$ cat src/rtl/multicycle_ctrl_fsm.sv
// Multi-cycle LEGv8 sequencer: one instruction phase per clock, variable-latency memory via mem_ready,
// with timeout and illegal-opcode traps, sticky error flags and a retired-instruction counter.
module multicycle_ctrl_fsm #(
  parameter int MEM_TIMEOUT = 255,
  parameter int TMO_W       = 8
) (
  input  logic        clk,
  input  logic        reset,
  input  logic [10:0] opcode,
  input  logic        zero,
  input  logic        mem_ready,
  input  logic        halt_req,
  output logic        pcWrite,
  output logic [1:0]  pcSrcSel,
  output logic        irWrite,
  output logic        memRead,
  output logic        memWrite,
  output logic        memtoReg,
  output logic        regWrite,
  output logic        reg2Loc,
  output logic        ALUSrc,
  output logic [2:0]  ALUOp,
  output logic [1:0]  err,
  output logic [2:0]  state,
  output logic [31:0] instret
);

  typedef enum logic [2:0] {
    S_IDLE   = 3'd0,
    S_FETCH  = 3'd1,
    S_DECODE = 3'd2,
    S_EXEC   = 3'd3,
    S_MEM    = 3'd4,
    S_WB     = 3'd5,
    S_TRAP   = 3'd7
  } state_t;

  typedef enum logic [2:0] {
    C_R    = 3'd0,
    C_LDUR = 3'd1,
    C_STUR = 3'd2,
    C_CBZ  = 3'd3,
    C_CBNZ = 3'd4,
    C_B    = 3'd5,
    C_ILL  = 3'd6
  } class_t;

  localparam logic [TMO_W-1:0] TMO_LAST = TMO_W'(MEM_TIMEOUT - 1);

  state_t            r_state;
  class_t            r_class;
  logic [TMO_W-1:0]  r_wait;
  logic [1:0]        r_err;
  logic [31:0]       r_instret;

  class_t            w_class;
  class_t            w_cur_class;
  state_t            w_after_retire;

  always_comb begin
    w_class = C_ILL;
    if (opcode == 11'b10001011000 || opcode == 11'b11001011000 ||
        opcode == 11'b10001010000 || opcode == 11'b10101010000)
      w_class = C_R;
    else if (opcode == 11'b11111000010)
      w_class = C_LDUR;
    else if (opcode == 11'b11111000000)
      w_class = C_STUR;
    else if (opcode[10:3] == 8'b10110100)
      w_class = C_CBZ;
    else if (opcode[10:3] == 8'b10110101)
      w_class = C_CBNZ;
    else if (opcode[10:5] == 6'b000101)
      w_class = C_B;
  end

  // The class is only latched at the end of DECODE, so DECODE itself uses the live decode.
  assign w_cur_class    = (r_state == S_DECODE) ? w_class : r_class;
  assign w_after_retire = halt_req ? S_IDLE : S_FETCH;

  always_ff @(posedge clk or negedge reset) begin
    if (!reset) begin
      r_state   <= S_IDLE;
      r_class   <= C_R;
      r_wait    <= '0;
      r_err     <= 2'b00;
      r_instret <= 32'd0;
    end else begin
      unique case (r_state)
        S_IDLE: begin
          r_wait <= '0;
          if (!halt_req) r_state <= S_FETCH;
        end
        S_FETCH: begin
          if (mem_ready) begin
            r_wait  <= '0;
            r_state <= S_DECODE;
          end else if (r_wait == TMO_LAST) begin
            r_err[1] <= 1'b1;
            r_state  <= S_TRAP;
          end else begin
            r_wait <= r_wait + 1'b1;
          end
        end
        S_DECODE: begin
          r_wait  <= '0;
          r_class <= w_class;
          if (w_class == C_ILL) begin
            r_err[0] <= 1'b1;
            r_state  <= S_TRAP;
          end else begin
            r_state <= S_EXEC;
          end
        end
        S_EXEC: begin
          r_wait <= '0;
          unique case (r_class)
            C_R:           r_state <= S_WB;
            C_LDUR, C_STUR: r_state <= S_MEM;
            C_CBZ, C_CBNZ, C_B: begin
              r_instret <= r_instret + 32'd1;
              r_state   <= w_after_retire;
            end
            default:       r_state <= S_TRAP;
          endcase
        end
        S_MEM: begin
          if (mem_ready) begin
            r_wait <= '0;
            if (r_class == C_STUR) begin
              r_instret <= r_instret + 32'd1;
              r_state   <= w_after_retire;
            end else begin
              r_state <= S_WB;
            end
          end else if (r_wait == TMO_LAST) begin
            r_err[1] <= 1'b1;
            r_state  <= S_TRAP;
          end else begin
            r_wait <= r_wait + 1'b1;
          end
        end
        S_WB: begin
          r_wait    <= '0;
          r_instret <= r_instret + 32'd1;
          r_state   <= w_after_retire;
        end
        default: begin
          r_wait  <= '0;
          r_state <= S_TRAP;
        end
      endcase
    end
  end

  // Strobes decode directly from the state register so an async reset drops them at once.
  always_comb begin
    pcWrite  = 1'b0;
    pcSrcSel = 2'b00;
    irWrite  = 1'b0;
    memRead  = 1'b0;
    memWrite = 1'b0;
    memtoReg = 1'b0;
    regWrite = 1'b0;
    reg2Loc  = 1'b0;
    ALUSrc   = 1'b0;
    ALUOp    = 3'b000;
    if (r_state == S_DECODE || r_state == S_EXEC || r_state == S_MEM || r_state == S_WB)
      reg2Loc = (w_cur_class == C_STUR) || (w_cur_class == C_CBZ) || (w_cur_class == C_CBNZ);
    unique case (r_state)
      S_FETCH: begin
        memRead = 1'b1;
        irWrite = mem_ready;
        pcWrite = mem_ready;
      end
      S_EXEC: begin
        unique case (r_class)
          C_R:            ALUOp = 3'b010;
          C_LDUR, C_STUR: ALUSrc = 1'b1;
          C_CBZ: begin
            ALUOp    = 3'b001;
            pcSrcSel = 2'b01;
            pcWrite  = zero;
          end
          C_CBNZ: begin
            ALUOp    = 3'b001;
            pcSrcSel = 2'b01;
            pcWrite  = ~zero;
          end
          C_B: begin
            pcSrcSel = 2'b10;
            pcWrite  = 1'b1;
          end
          default: ;
        endcase
      end
      S_MEM: begin
        memRead  = (r_class == C_LDUR);
        memWrite = (r_class == C_STUR);
      end
      S_WB: begin
        regWrite = 1'b1;
        memtoReg = (r_class == C_LDUR);
      end
      default: ;
    endcase
  end

  assign err     = r_err;
  assign state   = r_state;
  assign instret = r_instret;

endmodule
$ cat config.mk
export PLATFORM = sky130hd
export DESIGN_NAME = multicycle_ctrl_fsm
export DESIGN_NICKNAME = d
export VERILOG_FILES = /design/src/rtl/multicycle_ctrl_fsm.sv
export SDC_FILE = /design/constraint.sdc
export NUM_CORES = 1
export LEC_CHECK = 0
export ABC_AREA = 1
export BUFFER_PORTS_ARGS = -buffer_cell sky130_fd_sc_hd__buf_4
export CAP_MARGIN = 20
export CORE_ASPECT_RATIO = 0.5
export CORE_MARGIN = 4
export CORE_UTILIZATION = 35
export CTS_CLUSTER_DIAMETER = 40
export DETAILED_ROUTE_END_ITERATION = 8
export GPL_TIMING_DRIVEN = 1
export HOLD_SLACK_MARGIN = 0.05
export PLACE_DENSITY = 0.64
export SLEW_MARGIN = 20
export SYNTH_ARGS = -nofsm -noshare
export SYNTH_HDL_FRONTEND = slang
export SYNTH_SLANG_ARGS = --single-unit
$ cat constraint.sdc
create_clock -name clk -period 1.84 [get_ports clk]
set_input_delay 0.092 -clock clk [delete_from_list [all_inputs] [get_ports clk]]
set_output_delay 0.092 -clock clk [all_outputs]
set_load 0.01 [all_outputs]
======== Word-level counts from Yosys, hierarchy flattened ========
Index checks and enable logic that the tools add are counted.
word-level totals
  flip-flop bits (word level) ............. 48
  input port bits ......................... 16
  output and inout bits ................... 50
cells by class
  $add $sub $neg .......................... 2
  equality and inequality tests ........... 29
  multiplexer cells ....................... 37
  bitwise operators ....................... 2
  reduce and logical (&&, ||, !) cells .... 18
operator list
  cell                     count
  $mux W32                 3
  $pmux W32 S3             1
  $eq A11 B11 Y1 const B   6
  $mux W3                  11
  $add A32 B1 Y32 const B  1
  $eq A8 B8 Y1 const B     3
  $mux W8                  3
  $eq A3 B2 Y1 const B     6
  $eq A3 B3 Y1 const B     6
  $pmux W3 S6              1
  $pmux W3 S3              1
  $add A8 B1 Y8 const B    1
  $logic_or A1 B1 Y1       8
  $mux W1                  8
  $mux W2                  4
  $pmux W2 S2              2
  $eq A3 B1 Y1 const B     2
  $eq A6 B3 Y1 const B     1
  $logic_not A3 Y1         2
  $ne A2 B2 Y1 const B     3
  $reduce_or A2 Y1         3
  $pmux W1 S2              2
  $reduce_and A4 Y1        1
  $ne A3 B3 Y1 const B     1
  other kinds (7)          8

======== Longest topological paths before layout ========
  word-level depth ........................ 12
  depth in mapped cells ................... 12
  depth with buffers taken out ............ 12

======== Worst setup path before layout ========
No wires, ideal clock.
  path kind ............................... register to register
  start ................................... reg r_instret[0] (netlist: instret[0])
  end ..................................... reg r_instret[30] (netlist: instret[30])
  setup time .............................. 0.123 ns
  arrival time ............................ 1.503 ns
  required time ........................... 1.717 ns
  slack ................................... 0.214 ns
  stages on the path, launching flop included .. 11
  clock period less this slack ............ 1.626 ns
  cell sequence ........................... dfrtp_1 > ha_1 > nand2_1 > nor2_1 > inv_1 > nor2_1 > inv_1 > nor2_1 > a21boi_0 > o21ai_0 > nand2_1
on the way
  word-level cells in the longest chain between the ends .. 4
RTL lines
  what                      RTL line       RTL
  start: declaration        54             logic [31:0] r_instret;
  start signal: assignment  121            r_instret <= r_instret + 32'd1;
  start signal: assignment  131            r_instret <= r_instret + 32'd1;
  start signal: assignment  145            r_instret <= r_instret + 32'd1;
  $add A32 B1 Y32 (*)       121, 131, 145
  $mux W32                  130            if (r_class == C_STUR) begin
  $mux W32                  128            if (mem_ready) begin
  $pmux W32 S3 (*)          89             unique case (r_state)
Mark *: on every way between the ends. The rest lies on a longest branch, timed or not. The select of a mux whose other input is x is not followed.
A chain may end at the register's enable or synchronous reset.

======== Worst setup path in the final report ========
  start ................................... reg r_state[2] (netlist: state[2])
  end ..................................... out reg2Loc
on the way
  word-level cells in the longest chain between the ends .. 6
RTL lines
  what                              RTL line  RTL
  start: declaration                50        state_t r_state;
  start signal: assignment          122       r_state <= w_after_retire;
  start signal: assignment          132       r_state <= w_after_retire;
  start signal: assignment          146       r_state <= w_after_retire;
  $eq A3 B2 Y1                      78, 168
  $mux W3                           n/a
  $eq A3 B2 Y1                      169       reg2Loc = (w_cur_class == C_STUR) || (w_cur_class == C_CBZ) || (w_cur_class == C_CBNZ);
  $logic_or A1 B1 Y1 (2 in series)  169
  $mux W1 (*)                       168       if (r_state == S_DECODE || r_state == S_EXEC || r_state == S_MEM || r_state == S_WB)
  end: declaration                  20        output logic reg2Loc,
Mark *: on every way between the ends. The rest lies on a longest branch, timed or not.

==> flow_summary.yaml <==
critical_path:
  cpMaxStageDelayCell: "dfrtp_2"
  critPathMaxStageDelay_ns: 0.48
  crit_path_cell_trace: "nor3_4 > buf_6 > nand4_1 > nand2_1 > nand3_1 > nand2_1 > inv_1 > nor2_1 > buf_4"
  rr_endpoint: "instret[30]"
  cpMostUsedCell: "nand2_1"
  rr_startpoint: "instret[0]"
  critical_path_class: "register to output port"
  end_kind: "output port"
  start_kind: "register"
  r2r_slack_ns: 0.12
  required_ns: 1.75
  critPathMaxFanout: 8
  worst_ep_arrival_time_ns: 1.70
  worst-path-buf-inv: 3
  cpLargestDelayFamily: "simple AND/OR/NAND/NOR gates"
  r2r_cells: 10
placement:
  dpl.hpwl_um: 6460
  portBuffers: 64
  dp_slack_ns: 0.1330
  gp_congestion: 0.8917
  place_inst: 660
clock_network:
  cts.sinks: 48
  numCtsBuffers: 5
  cts_buffer_depth: 2
  cts_tree: "done"
  ctsRootBufferMaster: "clkbuf_16"
  clk_latency_ns: 0.30
  path_clk_slew_ns: 0.07
  htreeDepth: 2
logic_synthesis:
  syn_avg_cell_area_um2: 6.871
  synth-compound-area-share_pct: 8.682
  synth_fp_nets: 493
  synthMuxAreaShare_pct: 0
  netlist_area_mm2: 0.003257
  yosysUniqueCellTypes: 37
  syn_inst: 474
  synth_edf_count: 0
  yosysMostFrequentCell: "nand2_1"
  synth_top_family_by_area: "simple AND/OR/NAND/NOR gates"
  synthXorXnorAreaFrac_pct: 7.491
  ys_ff_latch: 48
  synthTopCellsByArea: "dfrtp_1, nand2_1, nor2_1"
  yosysSeqAreaShare_pct: 36.88
  ys_warn_count: 0
  synthSimpleGateAreaFrac_pct: 36.73
  ys_async_sr_fraction_pct: 100.0
  yosysTopAreaCellShare_pct: 36.88
  ys_top_cells_by_count: "nand2_1, nor2_1, inv_1"
  synth_area_leader_cell: "dfrtp_1"
  synthFlopType: "dfrtp_1"
  yosys.area_share.adder_pct: 1.153
pwr:
  swShare_pct: 22.47
  vdd_drop_max_mv: 0.2722
  power_leakage_nw: 2.108
  p_seq_share_pct: 50.2
  p_int_mw: 1.629
  p_sw_mw: 0.4720
  powerDensity_mw_per_mm2: 497.9
  power_mw: 2.101
  clkPwrFrac_pct: 45.6
  pwr-share-comb_pct: 4.2
timing:
  finalCriticalPeriod_ns: 1.794
  rsz0062_at_grt: "yes"
  final_max_slew_viol_count: 0
  slew_headroom_pct: 58.86
  clock_skew_ns: 0.007444
  layout_setup_ws_ns: 0.04567
  fmax_mhz: 557.3
  period_share_pct: 97.52
  setup_viol: 0
  hold_violations: 0
  tightest_slew_ns: 0.6172
worst_hold_path:
  min_to: "state[0]"
  min-delay-path-class: "input port to register"
  hold_depth: 4
  min_from: "halt_req"
grt:
  grt_max_degree: 49
  overflow: 0
  grt_usage_pct: 16.13
  grt_pass1_wl_um: 14590
  grt_pass1_vias: 3112
  antenna_found_initial: 0
drt:
  drt_iter0_markers: 329
  routed-via-count: 3195
  drt-total-wl_um: 8536
  drc: 0
  avgViaCountPerCell: 4.692
  wl_per_cell_um: 12.53
  firstDrtPassIters: 4
  postRouteAntennaNets: 0
layout:
  drive_above_1_share_pct: 22.34
  num_antenna_cells: 0
  stdcell_count: 681
  seq_area_mm2: 0.001204
  multi_input_comb_area_mm2: 0.001789
  fin_util_pct: 47.47
  fin_nets: 582
  fillers: 944
  syn_to_final_growth_pct: 29.54
job:
  cap_violations: 0
die:
  fp.coreArea_mm2: 0.008889
  dieWidth_um: 144.4
  pin_count: 66
  core.rowCount: 24
  fp.dieArea_mm2: 0.01101
  start_util_pct: 36.64
  die_y_um: 76.21
outcome:
  status: "finished, final reports clean"
==> metrics by stage <==
step | TNS [ns] | cell area [um2] | hold slack [ns]
after floorplan | 0 | 3257 | -0.2036
after global placement | 0 | 3931 | 0.1567
after detailed placement | 0 | 3931 | 0.1632
after CTS | 0 | 4123 | 0.1050
after global routing | -0.1753 | 4219 | 0.1365
final | 0 | 4219 | 0.1196
==> sequential cells by signal, summed over array words and instances, names as in the netlist <==
| name | flops |
|---|---|
| instret | 32 |
| r_class | 3 |
| err | 2 |
| r_wait | 8 |
| state | 3 |
==> final cells by class <==
type	instances	area share, %
multi-input combinational	355	42.41
sequential	48	28.53
timing repair buffer	88	16.16
inverter	65	5.783
tap	117	3.470
clock buffer	6	3.292
clock inverter	2	0.3559
==> cells in the final DEF, fill, tap and decap left out, drive strengths merged, types with 2 or more instances in the layout <==
master       instances
nand2              143
buf                 86
nor2                75
inv                 65
dfrtp               48
nand3               28
o21ai               26
xor2                22
nor3                21
a21oi                8
nand4                7
clkbuf               6
xnor2                5
a211oi               4
ha                   3
o22ai                2
a21boi               2
clkinvlp             2
dlygate4sd3          2
==> worst max path at each step <==
stage | startpoint | end | slack [ns] | depth (start not counted)
CTS | state[1] | reg2Loc | 0.002 | 11
detailed placement | instret[0] | instret[30] | 0.13 | 10
floorplan | instret[0] | instret[30] | 0.21 | 10
global route | instret[0] | instret[30] | -0.1 | 10
global placement | state[2] | reg2Loc | 0.15 | 10
finish | state[2] | reg2Loc | 0.05 | 9
==> per-layer routing <==
| layer | vias to the layer above | GRT usage [%] | part of all wire [%] |
|---|---|---|---|
| met4 | 0 | 4.190 | 0.81 |
| met5 | - | 0 | 0 |
| met2 | 64 | 26.04 | 48 |
| met1 | 1458 | 21.70 | 45 |
| met3 | 4 | 3.824 | 6.2 |
| li1 | 1669 | - | - |
==> cells by family after synthesis <==
| logic type | Yosys count |
|---|---|
| buffers and inverters | 71 |
| AOI/OAI and AO/OA | 47 |
| xor gates and xnor gates | 27 |
| and+or+nand+nor | 277 |
| DFF | 48 |
| adders and majority gates | 3 |
| other | 1 |
==> what timing repair did <==
action,4_1_cts,5_1_grt
endpoints found under the hold margin,49,0
hold buffers,2,0
resized for setup,2,10
pin swaps,1,7
setup buffers,2,9
setup endpoints to repair,1,6
==> power by group through the flow <==
| stage | Clock, mW | Sequential, mW | Combinational, mW |
|---|---|---|---|
| final | 0.959 | 1.05 | 0.0872 |
| after global placement | 0 | 1.07 | 0.0855 |
| after floorplan | 0 | 1.08 | 0.0271 |
| after detailed placement | 0 | 1.07 | 0.0861 |
| after CTS | 0.991 | 1.05 | 0.0897 |
| after global routing | 1.03 | 1.05 | 0.103 |
==> worst min-delay path: stages <==
cell and delay, ns:
buf_4 0.10, nand3_1 0.07, nand2_1 0.08, inv_1 0.04
Note: power is estimated with default switching activity, not from simulation.
